**config.mk**
```make
export PLATFORM = sky130hd
export DESIGN_NAME = mask_writer
export DESIGN_NICKNAME = d
export VERILOG_FILES = /design/src/rtl/mask_writer_pkg.sv /design/src/rtl/sync_fifo.sv /design/src/rtl/mask_writer.sv
export SDC_FILE = /design/constraint.sdc
export NUM_CORES = 2
export LEC_CHECK = 0
export CAP_MARGIN = 0
export CORE_ASPECT_RATIO = 1.5
export CORE_MARGIN = 4
export CORE_UTILIZATION = 34
export CTS_CLUSTER_SIZE = 25
export DETAILED_ROUTE_END_ITERATION = 6
export SLEW_MARGIN = 40
export SYNTH_ARGS = -nofsm -noshare
export SYNTH_HDL_FRONTEND = slang
export SYNTH_SLANG_ARGS = --single-unit
```
**constraint.sdc**
```tcl
create_clock -name clk_i -period 5.55 [get_ports clk_i]
set_input_delay 1.665 -clock clk_i [delete_from_list [all_inputs] [get_ports clk_i]]
set_output_delay 1.665 -clock clk_i [all_outputs]
set_load 0.1 [all_outputs]
```
**src/rtl/mask_writer_pkg.sv**
```systemverilog
// Shared types and constants for the mask writer: write-FSM states, burst geometry,
// FIFO depth and the luma-to-pattern threshold function.
package mask_writer_pkg;

    typedef enum logic [1:0] {
        ST_IDLE = 2'd0,
        ST_AW   = 2'd1,
        ST_W    = 2'd2,
        ST_B    = 2'd3
    } wr_state_t;

    localparam int BURST_LEN   = 16;
    localparam int BEAT_BYTES  = 8;
    localparam int BURST_BYTES = BURST_LEN * BEAT_BYTES;
    localparam int FIFO_DEPTH  = 64;
    localparam int FIFO_CNT_W  = $clog2(FIFO_DEPTH + 1);

    // Thermometer code: bit k set when luma reaches 128 + 16*k.
    function automatic logic [7:0] luma_pattern(input logic [9:0] luma);
        logic [7:0] pat;
        pat = '0;
        for (int k = 0; k < 8; k++) begin
            pat[k] = (luma >= 10'(128 + 16 * k));
        end
        return pat;
    endfunction

endpackage

```
**src/rtl/sync_fifo.sv**
```systemverilog
// Single-clock first-word-fall-through FIFO with occupancy count; rd_dat is valid whenever count != 0.
// A write is accepted when not full or when a read happens in the same cycle; flush empties it.
module sync_fifo
    import mask_writer_pkg::*;
#(
    parameter  int WIDTH = 64,
    parameter  int DEPTH = FIFO_DEPTH,
    localparam int AW    = $clog2(DEPTH),
    localparam int CW    = $clog2(DEPTH + 1)
) (
    input  logic             clk_i,
    input  logic             rst_i,
    input  logic             flush,
    input  logic             wr_vld,
    input  logic [WIDTH-1:0] wr_dat,
    input  logic             rd_rdy,
    output logic [WIDTH-1:0] rd_dat,
    output logic             full,
    output logic [CW-1:0]    count
);

    logic [WIDTH-1:0] mem [DEPTH];
    logic [AW-1:0]    wr_ptr;
    logic [AW-1:0]    rd_ptr;
    logic [CW-1:0]    cnt;
    logic             empty;
    logic             do_wr;
    logic             do_rd;

    assign empty = (cnt == '0);
    assign full  = (cnt == CW'(DEPTH));
    assign do_rd = rd_rdy && !empty;
    assign do_wr = wr_vld && (!full || do_rd);

    always_ff @(posedge clk_i) begin
        if (rst_i || flush) begin
            wr_ptr <= '0;
            rd_ptr <= '0;
            cnt    <= '0;
        end else begin
            if (do_wr) wr_ptr <= wr_ptr + 1'b1;
            if (do_rd) rd_ptr <= rd_ptr + 1'b1;
            cnt <= cnt + CW'(do_wr) - CW'(do_rd);
        end
    end

    always_ff @(posedge clk_i) begin
        if (do_wr) mem[wr_ptr] <= wr_dat;
    end

    assign rd_dat = mem[rd_ptr];
    assign count  = cnt;

endmodule

```
**src/rtl/mask_writer.sv**
```systemverilog
// Converts video pixels to 8-bit luma threshold patterns, packs 8 per 64-bit word and writes them
// as 16-beat AXI bursts; pixel-to-FIFO push is 2 cycles, words are dropped (sticky flag) when the FIFO is full.
module mask_writer
    import mask_writer_pkg::*;
#(
    parameter int          H_WIDTH  = 1920,
    parameter int          V_HEIGHT = 1080,
    parameter logic [31:0] BASE     = 32'h21000000
) (
    input  logic        clk_i,
    input  logic        rst_i,
    input  logic        vin_vs_i,
    input  logic        vin_de_i,
    input  logic [23:0] data_i,
    output logic        overflow_o,
    output logic        err_o,
    output logic        m_axi_awvalid,
    input  logic        m_axi_awready,
    output logic [31:0] m_axi_awaddr,
    output logic [3:0]  m_axi_awlen,
    output logic [2:0]  m_axi_awsize,
    output logic [1:0]  m_axi_awburst,
    output logic [1:0]  m_axi_awlock,
    output logic [3:0]  m_axi_awcache,
    output logic [2:0]  m_axi_awprot,
    output logic [3:0]  m_axi_awqos,
    output logic [5:0]  m_axi_awid,
    output logic        m_axi_wvalid,
    input  logic        m_axi_wready,
    output logic [63:0] m_axi_wdata,
    output logic        m_axi_wlast,
    output logic [5:0]  m_axi_wid,
    output logic [7:0]  m_axi_wstrb,
    input  logic        m_axi_bvalid,
    output logic        m_axi_bready,
    input  logic [1:0]  m_axi_bresp,
    input  logic [5:0]  m_axi_bid
);

    localparam int          TOTAL     = H_WIDTH * V_HEIGHT;
    localparam logic [31:0] LAST_ADDR = BASE + 32'(TOTAL - BURST_BYTES);

    assign m_axi_awlen   = 4'(BURST_LEN - 1);
    assign m_axi_awsize  = 3'($clog2(BEAT_BYTES));
    assign m_axi_awburst = 2'b01;
    assign m_axi_awlock  = 2'b00;
    assign m_axi_awcache = 4'b0011;
    assign m_axi_awprot  = 3'b000;
    assign m_axi_awqos   = 4'b0000;
    assign m_axi_awid    = 6'd0;
    assign m_axi_wid     = 6'd0;
    assign m_axi_wstrb   = 8'hFF;

    logic bid_unused;
    assign bid_unused = ^m_axi_bid;

    // Pixel front end: luma register and frame-start detection
    logic [9:0] luma_sum;
    logic [9:0] luma_q;
    logic       de_q;
    logic       vs_q;
    logic       vs_rise;

    assign luma_sum = 10'(data_i[23:16]) + {1'b0, data_i[15:8], 1'b0} + 10'(data_i[7:0]);
    assign vs_rise  = vin_vs_i && !vs_q;

    always_ff @(posedge clk_i) begin
        if (rst_i) begin
            de_q   <= 1'b0;
            vs_q   <= 1'b0;
            luma_q <= '0;
        end else begin
            de_q <= vin_de_i;
            vs_q <= vin_vs_i;
            if (vin_de_i) luma_q <= luma_sum >> 2;
        end
    end

    // Byte packer; a pixel coinciding with a frame start belongs to the old frame and is dropped
    logic [31:0] pix_cnt;
    logic [2:0]  byte_idx;
    logic [55:0] pack_q;
    logic [7:0]  pat;
    logic        pix_take;
    logic        push_vld;
    logic [63:0] push_dat;

    assign pat      = luma_pattern(luma_q);
    assign pix_take = de_q && !vs_rise && (pix_cnt < 32'(TOTAL));
    assign push_vld = pix_take && (byte_idx == 3'd7);
    assign push_dat = {pat, pack_q};

    always_ff @(posedge clk_i) begin
        if (rst_i || vs_rise) begin
            pix_cnt  <= '0;
            byte_idx <= '0;
            pack_q   <= '0;
        end else if (pix_take) begin
            pix_cnt  <= pix_cnt + 32'd1;
            byte_idx <= byte_idx + 3'd1;
            for (int b = 0; b < 7; b++) begin
                if (byte_idx == 3'(b)) pack_q[8*b +: 8] <= pat;
            end
        end
    end

    wr_state_t               state_q;
    wr_state_t               state_d;
    logic [3:0]              beat_q;
    logic [31:0]             addr_q;
    logic                    restart_pend_q;
    logic                    restart_req;
    logic                    do_restart;
    logic                    pop;
    logic                    fifo_full;
    logic [FIFO_CNT_W-1:0]   fifo_cnt;
    logic [63:0]             fifo_dat;

    sync_fifo #(
        .WIDTH (8 * BEAT_BYTES),
        .DEPTH (FIFO_DEPTH)
    ) u_fifo (
        .clk_i  (clk_i),
        .rst_i  (rst_i),
        .flush  (do_restart),
        .wr_vld (push_vld),
        .wr_dat (push_dat),
        .rd_rdy (pop),
        .rd_dat (fifo_dat),
        .full   (fifo_full),
        .count  (fifo_cnt)
    );

    // A frame start can only retarget the buffer between bursts, never mid-burst
    assign restart_req = vs_rise || restart_pend_q;
    assign do_restart  = restart_req &&
                         ((state_q == ST_IDLE) || (state_q == ST_B && m_axi_bvalid));
    assign pop         = (state_q == ST_W) && m_axi_wready;

    always_ff @(posedge clk_i) begin
        if (rst_i) state_q <= ST_IDLE;
        else       state_q <= state_d;
    end

    always_comb begin
        state_d = state_q;
        case (state_q)
            ST_IDLE: if (fifo_cnt >= FIFO_CNT_W'(BURST_LEN) && !restart_req) state_d = ST_AW;
            ST_AW:   if (m_axi_awready) state_d = ST_W;
            ST_W:    if (m_axi_wready && beat_q == 4'(BURST_LEN - 1)) state_d = ST_B;
            ST_B:    if (m_axi_bvalid) state_d = ST_IDLE;
            default: state_d = ST_IDLE;
        endcase
    end

    always_comb begin
        m_axi_awvalid = (state_q == ST_AW);
        m_axi_wvalid  = (state_q == ST_W);
        m_axi_wlast   = (state_q == ST_W) && (beat_q == 4'(BURST_LEN - 1));
        m_axi_bready  = (state_q == ST_B);
    end

    assign m_axi_awaddr = addr_q;
    assign m_axi_wdata  = fifo_dat;

    always_ff @(posedge clk_i) begin
        if (rst_i) begin
            beat_q         <= '0;
            addr_q         <= BASE;
            restart_pend_q <= 1'b0;
            overflow_o     <= 1'b0;
            err_o          <= 1'b0;
        end else begin
            if (state_q == ST_AW && m_axi_awready) beat_q <= '0;
            else if (pop)                          beat_q <= beat_q + 4'd1;

            if (do_restart) begin
                addr_q <= BASE;
            end else if (state_q == ST_AW && m_axi_awready) begin
                addr_q <= (addr_q == LAST_ADDR) ? BASE : addr_q + 32'(BURST_BYTES);
            end

            if (do_restart)   restart_pend_q <= 1'b0;
            else if (vs_rise) restart_pend_q <= 1'b1;

            if (push_vld && fifo_full && !pop && !do_restart) overflow_o <= 1'b1;
            if (state_q == ST_B && m_axi_bvalid && m_axi_bresp != 2'b00) err_o <= 1'b1;
        end
    end

endmodule

```
==> flow_metrics.py <==
metrics = {
    "synth": {
        "synth_edf_count": 4096,
        "seq_area_frac_synth_pct": 78.01,
        "synth_cells": 7240,
        "synthFlopType": "edfxtp_1",
        "syn_area_um2": 161700,
        "synth_top_cell_by_area": "edfxtp_1",
        "ys_warn_count": 0,
        "syn_avg_cell_area_um2": 22.33,
        "yosys_register_bits": 4252,
        "async_flop_share_pct": 0,
        "ys_types": 65,
        "ys_top_cells_by_area": "edfxtp_1 (76%), mux4_2 (14%), dfxtp_1 (1.9%), mux2i_1 (0.82%), a221oi_1 (0.70%)",
        "synth_top_area_share_pct": 76.08,
    },
    "critical_path": {
        "r2r-start": "byte_idx[1]",
        "ff2ff_setup_slack_ns": 1.76,
        "max_stage_delay_ns": 0.51,
        "critPathCapture": "m_axi_wdata[63]",
        "cpMaxStageDelayCell": "dfxtp_4",
        "cp-start-kind": "flop",
        "r2r_end": "u_fifo.mem[48][12]",
        "cp-end-kind": "output port",
        "cp_cell_sequence": "buf_4 > and2_4 > buf_6 > buf_16 > a22o_1 > a221oi_1 > a221oi_1 > buf_4 > buf_12",
        "arrival_ns": 3.82,
        "reg2reg_depth": 7,
        "cp_data_required_time_ns": 3.88,
        "crit_type": "flop to output port",
        "critical_path.max_fanout": 42,
    },
    "placement": {
        "gp_congestion": 0.8000,
        "dpl.hpwl_um": 258300,
        "dpl_cell_area_um2": 174700,
        "portBuffers": 127,
    },
    "final_layout": {
        "drive_gt1_share_pct": 28.85,
        "area_growth_pct": 16.63,
        "multi_input_area_um2": 34120,
        "regArea_um2": 126300,
        "design_area_um2": 188600,
        "nFillCells": 41086,
        "final_core_util_pct": 39.88,
        "num-nets-final": 7890,
    },
    "cts": {
        "cts_buffers": 386,
        "cts.clk_slew.worst_paths_ns": 0.07,
        "root_buffer": "clkbuf_16",
        "clkLatencyLatePin_ns": 0.93,
        "holdBufCountCts": 0,
        "clock_path_buffers": 4,
        "h-tree-depth": 5,
        "cts_tree": "done",
        "cts_num_sinks": 4252,
    },
    "sta": {
        "worstMarginPinSlew_ns": 0.8453,
        "skew_ns": 0.04693,
        "rsz0062_at_grt": "true",
        "hold_viol": 0,
        "slew_violations": 0,
        "fin_crit_ns": 5.487,
        "relSlewSlack_pct": 43.65,
        "period_share_pct": 98.87,
        "fmax_mhz": 182.2,
        "setup_viol": 0,
    },
    "route": {
        "drc": 0,
        "wirelength_um": 467300,
        "detail_route.iter0.violations": 9903,
        "route.detailed.vias_per_inst": 5.591,
        "first_pass_iters": 6,
        "vias": 80262,
        "drtAntennaViolNets": 0,
        "wl_per_cell_um": 32.55,
    },
    "global_route": {
        "grt_max_degree": 95,
        "grt_pass1_wl_um": 645800,
        "grt_pass1_vias": 82277,
        "grtUsageTotal_pct": 18.70,
        "overflow": 0,
        "antenna_found_initial": 16,
    },
    "floorplan": {
        "coreArea_um2": 472800,
        "num_rows": 309,
        "start_util_pct": 34.19,
        "die_w_um": 571.0,
        "die_h_um": 852.5,
        "die_area_um2": 486800,
        "pin_count": 183,
    },
    "power_and_ir_drop": {
        "power.density_nw_per_um2": 327.1,
        "p_leak_nw": 54.98,
        "ir_drop_uv": 300.4,
    },
    "hold_path": {
        "holdCritPathClass": "flop to flop",
    },
    "status": {
        "status": "completed",
    },
    "run": {
        "drv_cap": 0,
    },
}
logic make-up (layout without fill, tap and decap cells):
family,after synthesis,in the layout,synth area share [%]
flip-flops,4252,4252,78.01
multiplexers,1156,1156,15.08
AO/OA/AOI/OAI,768,768,3.258
buffers and inverters,485,1329,1.522
AND/OR/NAND/NOR,479,479,1.451
XOR/XNOR,57,57,0.3088
adder cells (fa/ha/maj),41,41,0.3591
other,2,53,0.004645
through the flow:
stage	TNS [ns]	setup slack (ns)	total power [mW]	hold WS, ns	std cells
after floorplan	-1238.26	-0.3759	35.78	0.4302	7287
after global placement	0	0.2338	35.90	0.4446	13592
after detailed placement	0	0.1937	35.89	0.4387	13593
after CTS	-0.05466	-0.02807	62.12	0.4539	14346
after global routing	-0.07749	-0.02843	63.42	0.4840	14352
final	0	0.06294	61.68	0.4543	14355
power breakdown:
part           switching (mW)  internal, mW
combinational           0.402        0.0971
sequential             0.0246          34.7
clock                    11.7          14.8
synth_stat cells (all sizes together), types with 3 or more instances:
library cell,number
edfxtp,4096
mux4,1024
buf,277
a21oi,224
nor2,195
clkbuf,176
dfxtp,156
mux2i,132
a221oi,130
o21ai,111
nand3,91
o22ai,90
a22o,84
o221ai,79
nand2,63
xor2,40
ha,32
inv,32
nand4,20
o211a,19
and2,17
xnor2,17
and3,16
nand2b,16
nor2b,16
fa,9
a211oi,8
nor3,7
or3,6
a211o,5
nor4,5
o21a,5
or2,5
and4,4
nor4b,4
nor3b,3
or3b,3
cells in the final DEF, fill, tap and decap left out, types with 24 or more instances in the layout:
master and n:
nor2_1 123, clkbuf_16 397, dfxtp_4 39, ha_1 32, mux2i_1 130, edfxtp_1 4096, conb_1 49, clkinv_2 76
clkdlybuf4s50_1 32, xor2_1 40, a21oi_1 203, buf_4 268, nand3_1 87, bufinv_16 35, buf_12 190, dfxtp_1 102
buf_2 31, mux4_2 1024, o21ai_0 87, clkbuf_1 68, o22ai_1 90, nand2_1 57, a22o_1 84, a221oi_1 120
o221ai_1 74, nor2_4 67, inv_1 32, buf_16 25, o21ai_1 24, clkinv_1 92
worst min-delay path by stage:
| stage | start | endpoint | slack, ns | cells after the start |
|---|---|---|---|---|
| floorplan | pix_cnt[21] | pix_cnt[21] | 0.43 | 1 |
| global placement | pix_cnt[31] | pix_cnt[31] | 0.44 | 1 |
| detailed placement | err_o | err_o | 0.44 | 2 |
| CTS | err_o | err_o | 0.45 | 2 |
| global route | pack_q[30] | pack_q[30] | 0.48 | 2 |
| finish | err_o | err_o | 0.45 | 2 |
registers in the layout, summed over array words and instances (netlist names), named ones only:
signal          flops
u_fifo.mem       4096
pack_q             56
pix_cnt            32
m_axi_awaddr       25
u_fifo.count        7
u_fifo.rd_ptr       6
u_fifo.wr_ptr       6
beat_q              4
luma_q              4
byte_idx            3
state_q             2
de_q                1
err_o               1
overflow_o          1
restart_pend_q      1
vs_q                1
repair_timing:
| item | CTS | global route |
|---|---|---|
| setup endpoints to repair | 63 | 23 |
| pin swaps | 0 | 0 |
| resized for setup | 99 | 22 |
| buffers inserted | 27 | 0 |
| cloned | 17 | 3 |
cell type report:
class,count,area share [%]
repair buffers,588,4.171
clock buffers,469,5.415
inverters,32,0.06370
well taps,6220,4.127
multi-input cells,2550,18.09
flip-flops and latches,4252,66.97
diodes,4,0.005309
clock inverters,240,1.148
worst max-delay path, delay by kind of cell (launching register included):
kind / cells / cell delay, ns
AOI/OAI and AO/OA: 3 / 0.67
DFF: 1 / 0.51
buffers and inverters: 5 / 1.42
and+or+nand+nor: 1 / 0.22
layer usage:
layer / wire, µm / vias to the layer above / track usage, %
met3: 34700 / 890 / 3.059
met1: 171900 / 43690 / 23.23
met5: 27 / - / 0
met2: 241600 / 3824 / 32.77
li1: - / 31854 / -
met4: 19040 / 4 / 7.029
No activity file was read; power rests on OpenSTA's default activity.
